File: src/rtl/axi_bw_monitor_pkg.sv
// Shared types and helpers for the AXI bandwidth monitor.
// Optional feature macro: AXI_BW_MONITOR_REPORT_EN enables the end-of-window report helper.
package axi_bw_monitor_pkg;

  localparam int unsigned MaxCntWidth  = 64;
  localparam int unsigned MaxStrbWidth = 128;

  // Default AXI4 channel payloads: 4-bit id, 32-bit address, 64-bit data
  typedef struct packed {
    logic [3:0]  id;
    logic [31:0] addr;
    logic [7:0]  len;
  } axi_ax_t;

  typedef struct packed {
    logic [63:0] data;
    logic [7:0]  strb;
    logic        last;
  } axi_w_t;

  typedef struct packed {
    logic [3:0] id;
    logic [1:0] resp;
  } axi_b_t;

  typedef struct packed {
    logic [3:0]  id;
    logic [63:0] data;
    logic [1:0]  resp;
    logic        last;
  } axi_r_t;

  typedef struct packed {
    axi_ax_t aw;
    logic    aw_valid;
    axi_w_t  w;
    logic    w_valid;
    logic    b_ready;
    axi_ax_t ar;
    logic    ar_valid;
    logic    r_ready;
  } axi_req_t;

  typedef struct packed {
    logic    aw_ready;
    logic    ar_ready;
    logic    w_ready;
    axi_b_t  b;
    logic    b_valid;
    axi_r_t  r;
    logic    r_valid;
  } axi_rsp_t;

  // Number of set bits in a (zero-extended) strobe vector
  function automatic logic [MaxCntWidth-1:0] popcount(input logic [MaxStrbWidth-1:0] v);
    logic [MaxCntWidth-1:0] n;
    n = '0;
    for (int unsigned i = 0; i < MaxStrbWidth; i++) begin
      n = n + MaxCntWidth'(v[i]);
    end
    return n;
  endfunction

  // a + b clamped to the all-ones value of a width-bit counter
  function automatic logic [MaxCntWidth-1:0] sat_add(input logic [MaxCntWidth-1:0] a,
                                                     input logic [MaxCntWidth-1:0] b,
                                                     input int unsigned width);
    logic [MaxCntWidth:0] sum;
    logic [MaxCntWidth:0] lim;
    sum = {1'b0, a} + {1'b0, b};
    lim = ((MaxCntWidth+1)'(1) << width) - (MaxCntWidth+1)'(1);
    return (sum > lim) ? lim[MaxCntWidth-1:0] : sum[MaxCntWidth-1:0];
  endfunction

`ifdef AXI_BW_MONITOR_REPORT_EN
  // One-line bandwidth/latency summary; ratios are 0 when the divisor is 0
  function automatic string report_line(input string name,
                                        input logic [63:0] cycles,
                                        input logic [63:0] rd_bytes,
                                        input logic [63:0] wr_bytes,
                                        input logic [63:0] rd_occ,
                                        input logic [63:0] wr_occ,
                                        input logic [63:0] rd_txns,
                                        input logic [63:0] wr_txns,
                                        input logic        err);
    real rd_bpc, wr_bpc, rd_lat, wr_lat;
    rd_bpc = (cycles  == 0) ? 0.0 : real'(rd_bytes) / real'(cycles);
    wr_bpc = (cycles  == 0) ? 0.0 : real'(wr_bytes) / real'(cycles);
    rd_lat = (rd_txns == 0) ? 0.0 : real'(rd_occ) / real'(rd_txns);
    wr_lat = (wr_txns == 0) ? 0.0 : real'(wr_occ) / real'(wr_txns);
    return $sformatf("[%s] cycles=%0d rd_bytes=%0d wr_bytes=%0d rd_bpc=%.3f wr_bpc=%.3f rd_lat=%.2f wr_lat=%.2f err=%0b",
                     name, cycles, rd_bytes, wr_bytes, rd_bpc, wr_bpc, rd_lat, wr_lat, err);
  endfunction
`endif

endpackage

File: src/rtl/axi_bw_inflight_tracker.sv
// Per-ID outstanding-transaction table with a total count and error detection.
module axi_bw_inflight_tracker #(
  parameter int unsigned IdWidth  = 4,
  parameter int unsigned CntWidth = 16
) (
  input  logic                clk_i,
  input  logic                rst_i,
  input  logic                inc_valid_i,
  input  logic [IdWidth-1:0]  inc_id_i,
  input  logic                dec_valid_i,
  input  logic [IdWidth-1:0]  dec_id_i,
  output logic [CntWidth-1:0] total_o,
  output logic                err_o
);

  localparam int unsigned NumIds = 2 ** IdWidth;

  logic [CntWidth-1:0] tbl_q [NumIds];
  logic [CntWidth-1:0] inc_cnt, dec_cnt;
  logic                same_id, inc_ok, dec_ok, tot_up, tot_dn, tot_ovf;

  // Qualify increment/decrement against the current table contents
  always_comb begin
    inc_cnt = tbl_q[inc_id_i];
    dec_cnt = tbl_q[dec_id_i];
    same_id = inc_valid_i && dec_valid_i && (inc_id_i == dec_id_i);
    dec_ok  = dec_valid_i && (dec_cnt != '0);
    // A full entry may still accept an increment when the same entry retires one this cycle
    inc_ok  = inc_valid_i && ((inc_cnt != '1) || (same_id && dec_ok));
    tot_up  = inc_ok && !dec_ok;
    tot_dn  = dec_ok && !inc_ok;
    tot_ovf = tot_up && (total_o == '1);
    err_o   = (inc_valid_i && !inc_ok) || (dec_valid_i && !dec_ok) || tot_ovf;
  end

  // Per-ID counters and total
  always_ff @(posedge clk_i or posedge rst_i) begin
    if (rst_i) begin
      for (int unsigned i = 0; i < NumIds; i++) begin
        tbl_q[i] <= '0;
      end
      total_o <= '0;
    end else begin
      if (same_id) begin
        if (inc_ok && !dec_ok) tbl_q[inc_id_i] <= inc_cnt + CntWidth'(1);
      end else begin
        if (inc_ok) tbl_q[inc_id_i] <= inc_cnt + CntWidth'(1);
        if (dec_ok) tbl_q[dec_id_i] <= dec_cnt - CntWidth'(1);
      end
      if (tot_up && !tot_ovf) total_o <= total_o + CntWidth'(1);
      else if (tot_dn)        total_o <= total_o - CntWidth'(1);
    end
  end

endmodule

File: src/rtl/axi_bw_monitor.sv
// Passive AXI4 bandwidth/latency monitor for one interface.
// Optional feature macro: AXI_BW_MONITOR_REPORT_EN prints one summary line when the window closes.
module axi_bw_monitor
  import axi_bw_monitor_pkg::*;
#(
  parameter type         req_t      = axi_req_t,
  parameter type         rsp_t      = axi_rsp_t,
  parameter int unsigned AxiIdWidth = 4,
  parameter string       Name       = "bw",
  parameter int unsigned CntWidth   = 64,
  parameter int unsigned InFlWidth  = 16
) (
  input  logic                 clk_i,
  input  logic                 rst_i,
  input  logic                 en_i,
  input  logic                 end_of_sim_i,
  input  req_t                 req_i,
  input  rsp_t                 rsp_i,
  output logic [InFlWidth-1:0] ar_in_flight_o,
  output logic [InFlWidth-1:0] aw_in_flight_o,
  output logic [CntWidth-1:0]  rd_bytes_o,
  output logic [CntWidth-1:0]  wr_bytes_o,
  output logic [CntWidth-1:0]  cycles_o,
  output logic [CntWidth-1:0]  rd_occ_o,
  output logic [CntWidth-1:0]  wr_occ_o,
  output logic [CntWidth-1:0]  rd_txns_o,
  output logic [CntWidth-1:0]  wr_txns_o,
  output logic                 err_o
);

  localparam int unsigned RdBeatBytes = $bits(rsp_i.r.data) / 8;

  logic stopped_q, active;
  logic ar_hs, aw_hs, w_hs, r_hs, b_hs, r_last_hs;
  logic rd_err, wr_err;
  logic unused_bits;

  assign unused_bits = ^{req_i, rsp_i};

  function automatic logic [CntWidth-1:0] sat(input logic [CntWidth-1:0] a,
                                              input logic [CntWidth-1:0] b);
    logic [MaxCntWidth-1:0] s;
    s = sat_add(MaxCntWidth'(a), MaxCntWidth'(b), CntWidth);
    return s[CntWidth-1:0];
  endfunction

  assign active    = en_i && !stopped_q;
  assign ar_hs     = req_i.ar_valid && rsp_i.ar_ready;
  assign aw_hs     = req_i.aw_valid && rsp_i.aw_ready;
  assign w_hs      = req_i.w_valid  && rsp_i.w_ready;
  assign r_hs      = rsp_i.r_valid  && req_i.r_ready;
  assign b_hs      = rsp_i.b_valid  && req_i.b_ready;
  assign r_last_hs = r_hs && rsp_i.r.last;

  axi_bw_inflight_tracker #(
    .IdWidth  (AxiIdWidth),
    .CntWidth (InFlWidth)
  ) u_rd_tracker (
    .clk_i       (clk_i),
    .rst_i       (rst_i),
    .inc_valid_i (active && ar_hs),
    .inc_id_i    (req_i.ar.id),
    .dec_valid_i (active && r_last_hs),
    .dec_id_i    (rsp_i.r.id),
    .total_o     (ar_in_flight_o),
    .err_o       (rd_err)
  );

  axi_bw_inflight_tracker #(
    .IdWidth  (AxiIdWidth),
    .CntWidth (InFlWidth)
  ) u_wr_tracker (
    .clk_i       (clk_i),
    .rst_i       (rst_i),
    .inc_valid_i (active && aw_hs),
    .inc_id_i    (req_i.aw.id),
    .dec_valid_i (active && b_hs),
    .dec_id_i    (rsp_i.b.id),
    .total_o     (aw_in_flight_o),
    .err_o       (wr_err)
  );

  // Window latch: closes on the first end_of_sim_i edge, reopens only on reset
  always_ff @(posedge clk_i or posedge rst_i) begin
    if (rst_i) stopped_q <= 1'b0;
    else if (end_of_sim_i) stopped_q <= 1'b1;
  end

  // Saturating statistics; occupancy accumulates the pre-update in-flight value
  always_ff @(posedge clk_i or posedge rst_i) begin
    if (rst_i) begin
      rd_bytes_o <= '0;
      wr_bytes_o <= '0;
      cycles_o   <= '0;
      rd_occ_o   <= '0;
      wr_occ_o   <= '0;
      rd_txns_o  <= '0;
      wr_txns_o  <= '0;
    end else if (active) begin
      cycles_o <= sat(cycles_o, CntWidth'(1));
      rd_occ_o <= sat(rd_occ_o, CntWidth'(ar_in_flight_o));
      wr_occ_o <= sat(wr_occ_o, CntWidth'(aw_in_flight_o));
      if (r_hs)      rd_bytes_o <= sat(rd_bytes_o, CntWidth'(RdBeatBytes));
      if (w_hs)      wr_bytes_o <= sat(wr_bytes_o, CntWidth'(popcount(MaxStrbWidth'(req_i.w.strb))));
      if (r_last_hs) rd_txns_o  <= sat(rd_txns_o, CntWidth'(1));
      if (b_hs)      wr_txns_o  <= sat(wr_txns_o, CntWidth'(1));
    end
  end

  // Sticky protocol error (tracker errors are already gated by active)
  always_ff @(posedge clk_i or posedge rst_i) begin
    if (rst_i) err_o <= 1'b0;
    else       err_o <= err_o | rd_err | wr_err;
  end

`ifdef AXI_BW_MONITOR_REPORT_EN
  logic report_done_q;

  // Single report on the first cycle after the window closes
  always_ff @(posedge clk_i or posedge rst_i) begin
    if (rst_i) begin
      report_done_q <= 1'b0;
    end else if (stopped_q && !report_done_q) begin
      $display("%s", report_line(Name, 64'(cycles_o), 64'(rd_bytes_o), 64'(wr_bytes_o),
                                 64'(rd_occ_o), 64'(wr_occ_o), 64'(rd_txns_o),
                                 64'(wr_txns_o), err_o));
      report_done_q <= 1'b1;
    end
  end
`endif

endmodule

File: config.mk
export PLATFORM = sky130hd
export DESIGN_NAME = axi_bw_monitor
export DESIGN_NICKNAME = d
export VERILOG_FILES = /design/src/rtl/axi_bw_monitor_pkg.sv /design/src/rtl/axi_bw_inflight_tracker.sv /design/src/rtl/axi_bw_monitor.sv
export SDC_FILE = /design/constraint.sdc
export NUM_CORES = 2
export LEC_CHECK = 0
export BUFFER_PORTS_ARGS = -buffer_cell sky130_fd_sc_hd__buf_2
export CELL_PAD_IN_SITES_DETAIL_PLACEMENT = 0
export CELL_PAD_IN_SITES_GLOBAL_PLACEMENT = 1
export CORE_MARGIN = 4
export CORE_UTILIZATION = 46
export DETAILED_ROUTE_END_ITERATION = 8
export GPL_TIMING_DRIVEN = 0
export PLACE_DENSITY = 0.86
export SETUP_SLACK_MARGIN = 0.15
export SYNTH_ARGS = -nofsm -noshare
export SYNTH_HDL_FRONTEND = slang
export SYNTH_SLANG_ARGS = --single-unit
File: constraint.sdc
create_clock -name clk_i -period 42.6 [get_ports clk_i]
set_clock_uncertainty 0.05 [all_clocks]
set_input_delay 2.13 -clock clk_i [delete_from_list [all_inputs] [get_ports clk_i]]
set_output_delay 2.13 -clock clk_i [all_outputs]
set_load 0.01 [all_outputs]
==> impl.org <==
** Status
- Status :: complete, but fails checks
- Violations in the final reports :: capacitance limit, slew limit

** Clocking
- Post CTS Setup Buffer Count :: 0
- The H-tree was split into 3 levels.
- CTS tree :: done
- After clock tree synthesis, the flow added hold-fix buffers numbering 0.
- The number of gates resized after CTS was 0.
- Clock tree synthesis found a total of 992 sinks.
- Clock transition at the register clock pins on the worst setup and hold paths after CTS :: 0.06 ns
- Cts bufs inserted :: 117
- Clock Tree Buf Depth :: 3
- Clock root buffer :: clkbuf_16
- Clock latency on the worst-skew pair :: 0.79 ns

** Routing
- Wires add up to 298000 µm.
- DR DRC count :: 0
- Average wire per cell in the routed design :: 30.4 µm
- Once detail routing completed, the nets flagged for antenna violations numbered 0.
- Vias :: 69400
- Using the TritonRoute via totals, the vias-per-cell ratio works out to 7.07.
- Length of the first detailed-routing pass in iterations :: 7
- In this run, the number of DRC markers left after iteration 0 of detailed routing was 11400.

** Floorplan
- Initial core utilization :: 0.464
- Cell row count :: 139
- DIE WIDTH :: 389 µm
- Count of boundary I/O pins :: 733
- The die covers 151000 µm².
- The region available for standard cell placement spans 144000 µm².
- Die Span Y :: 389 µm

** Pwr
- Pwr/cell area :: 31.6 nW/µm²
- Largest voltage drop on the vdd net :: 0.0328 mV
- After layout, the design draws a total of 2.41 mW.
- Cell leakage power :: 31.9 nW

** Timing
- Setup TNS :: 0 ns
- Number of slew-limit violations in the final report :: 20
- Worst-margin pin slew :: 1.57 ns
- Period utilisation layout :: 0.234
- Maximum frequency from static timing analysis :: 100 MHz
- Final setup fails :: 0
- Post-route minimum period :: 9.98 ns
- In this run the tightest slew margin relative to its limit is -0.0508.
- Hold violation total from the final report :: 0
- Hold timing on the final database bottoms out at a slack of 0.438 ns.
- Setup repair after global routing left no endpoint under its margin.

** Worst setup path
- Flop2flop setup slack :: 35.26 ns
- For this run, the slowest stage of the critical path takes 0.89 ns.
- On the critical path, the stage with the largest delay is an instance of buf_1.
- Origin of the worst setup path :: req_i[163]
- Worst setup path category :: in2reg
- Arrival time of data at the critical path endpoint :: 10.58 ns
- Maximum fanout count along the critical path :: 14
- In this run the critical register-to-register path is launched from stopped_q$_DFFE_PP0P_.
- STA puts the critical path data required time at 43.20 ns.
- The worst setup path is launched from an input port.
- STA classifies the critical path endpoint as a flop.

** Placed design
- In this run the tool buffered the top-level ports with 507 buffer cells.
- After detailed placement, the design holds a cell count of 9600.
- Placer Congestion :: 1.05
- Summed over all nets, the half-perimeter wirelength after detailed placement is 219000 µm.

** GRT
- In the global route stage, overall resource usage came out at 0.379.
- After global routing the overflow that remains totals 0.
- The first global-routing pass estimated 436000 µm of wire.
- Initial antenna violation count :: 12
- Entering global routing, the biggest net connects 122 pins.
- The via count of the first global-routing pass came to 65200.

** Layout
- Most common library cell in the layout ignoring fill and taps :: dfrtp_1
- Highest-count cells in the layout ignoring fill and taps :: 992 x dfrtp_1, 741 x nor2_1, 666 x nand2_1
- The net count of the finished layout is 8157.
- Fraction of final layout cells with drive strength greater than 1 :: 0.168
- The finished layout holds 9822 standard cells, fillers aside.
- From synthesis to final layout, the design area changed by 14.1%.
- Fill cells in the final layout number 13300.

** Run
- Max-cap violations in this run came to 3.

** Logic synthesis
- Counting flops with a built-in enable in the synthesized netlist gives 0.
- The biggest area contributor in the post-synthesis netlist is dfrtp_1.
- Yosys printed 0 warnings.
- For this run, asynchronously set or reset flops after synthesis account for 1.00.
- Count of different cell masters after synthesis :: 103
- Syn_area_per_cell :: 9.31 µm²
- Post-synth top area share :: 0.372
- Summing every instance area after synthesis gives 66800 µm².
- Number of storage elements in the synthesis netlist :: 992
- The most used flip-flop cell after synthesis is dfrtp_1.
- The number of nets in the synthesized netlist is 7516.
- Ranked by total cell area, the synthesized netlist is headed by dfrtp_1 37%, mux4_2 9.2%, nor2_1 4.2%.
- Synthesis handed over a netlist of 7177 instances.
- For this run, the register share of the synthesized area comes to 0.372.

** Min path
- The startpoint identified for the worst hold timing path is err_o$_DFF_PP0_.
- Hold Path Class :: reg2reg
[worst max-delay path, delay by kind of cell]
family | cells | cell delay (ns)
muxes | 4 | 0.95
AOI/OAI and AO/OA | 6 | 1.68
buffers and inverters | 7 | 3.32
xor gates and xnor gates | 1 | 0.18
adders and majority gates | 2 | 0.61
and+or+nand+nor | 6 | 1.68
[through the flow]
stage	utilization	setup WS (ns)	instance area [µm²]
after floorplan	-	12.51	66800
after CTS	0.529	32.95	76100
after detailed placement	0.500	32.16	72000
after global placement	0.498	-0.548	71700
after global routing	0.529	32.41	76200
final	0.529	32.62	76200
[path summary, 6_finish.rpt]
check / end / cells past startpoint
worst min-delay path: err_o$_DFF_PP0_ / 1
min in group asynchronous: rd_txns_o[6]$_DFFE_PP0P_ / 2
worst max-delay path: u_wr_tracker.total_o[15]$_DFFE_PP0P_ / 26
max in group asynchronous: rd_bytes_o[42]$_DFFE_PP0P_ / 5
worst min register to register: err_o$_DFF_PP0_ / 1
worst max register to register: u_wr_tracker.total_o[15]$_DFFE_PP0P_ / 20
[cells by family after synthesis]
family | after synthesis | share of synthesized area
mux | 607 | 0.144
xor+xnor | 193 | 0.0253
compound gates | 1743 | 0.184
simple gates | 2896 | 0.217
flops | 992 | 0.372
buf+inv | 659 | 0.0413
fa+ha+maj | 87 | 0.0173
[final cells by class]
type                    instances  area [µm²]  share of cell area
plain buffers                 552        2350              0.0309
clock buffers                 153        3230              0.0424
inverters                     107         409             0.00537
diodes                          7        17.5            0.000230
well taps                    1903        2380              0.0312
clock inverters                60         861              0.0113
repair buffers                522        2860              0.0375
multi-input cells            5526       39300               0.515
flip-flops and latches        992       24800               0.326
[cells in the mapped netlist (16+ instances only)]
master and number:
buf_2 118, ha_1 78, o21a_1 38, or2_2 25, or3_1 34, o32ai_1 20, nand2_1 666, nand4_1 241
a221oi_1 56, or4_1 28, inv_1 106, a31oi_1 163, nand3_1 350, mux2_2 84, a21o_1 70, a221o_1 90
nor3b_1 20, o31ai_1 32, clkbuf_1 382, nor2b_1 49, a211o_1 17, o22ai_1 134, mux4_2 272, xor2_1 69
a41oi_1 31, and4_1 69, o211ai_1 58, o22a_1 27, o2111ai_1 16, nor4_1 93, nor2_1 742, xnor2_1 124
a211oi_1 51, nor3_1 201, and3_1 166, o221ai_1 196, a21oi_1 289, buf_1 21, nand2b_1 33, o21ai_0 219
a22oi_1 89, and2_1 83, dfrtp_1 992, buf_4 21, mux2i_1 249
[flip-flops by register name, summed over array words and instances (netlist names)]
signal	flops
rd_occ_o	64
cycles_o	64
u_rd_tracker.tbl_q	256
stopped_q	1
rd_bytes_o	62
rd_txns_o	64
wr_occ_o	64
wr_txns_o	64
err_o	1
u_rd_tracker.total_o	16
u_wr_tracker.tbl_q	256
u_wr_tracker.total_o	16
wr_bytes_o	64
[routing by layer]
layer | vias up | global-route usage | wire [µm]
met2 | 5629 | 0.534 | 122000
met4 | 12 | 0.197 | 19300
met5 | - | 0.000638 | 155
li1 | 28900 | - | -
met1 | 33800 | 0.505 | 111000
met3 | 1105 | 0.147 | 46300
[power breakdown]
part | total [mW] | switching (mW) | internal [mW] | leakage [nW]
clock network | 1.10 | 0.461 | 0.643 | 1.99
registers | 0.995 | 0.0323 | 0.963 | 13.4
logic | 0.309 | 0.198 | 0.111 | 16.5
total | 2.41 | 0.691 | 1.72 | 31.9
Note: power is estimated with default switching activity, not from simulation.
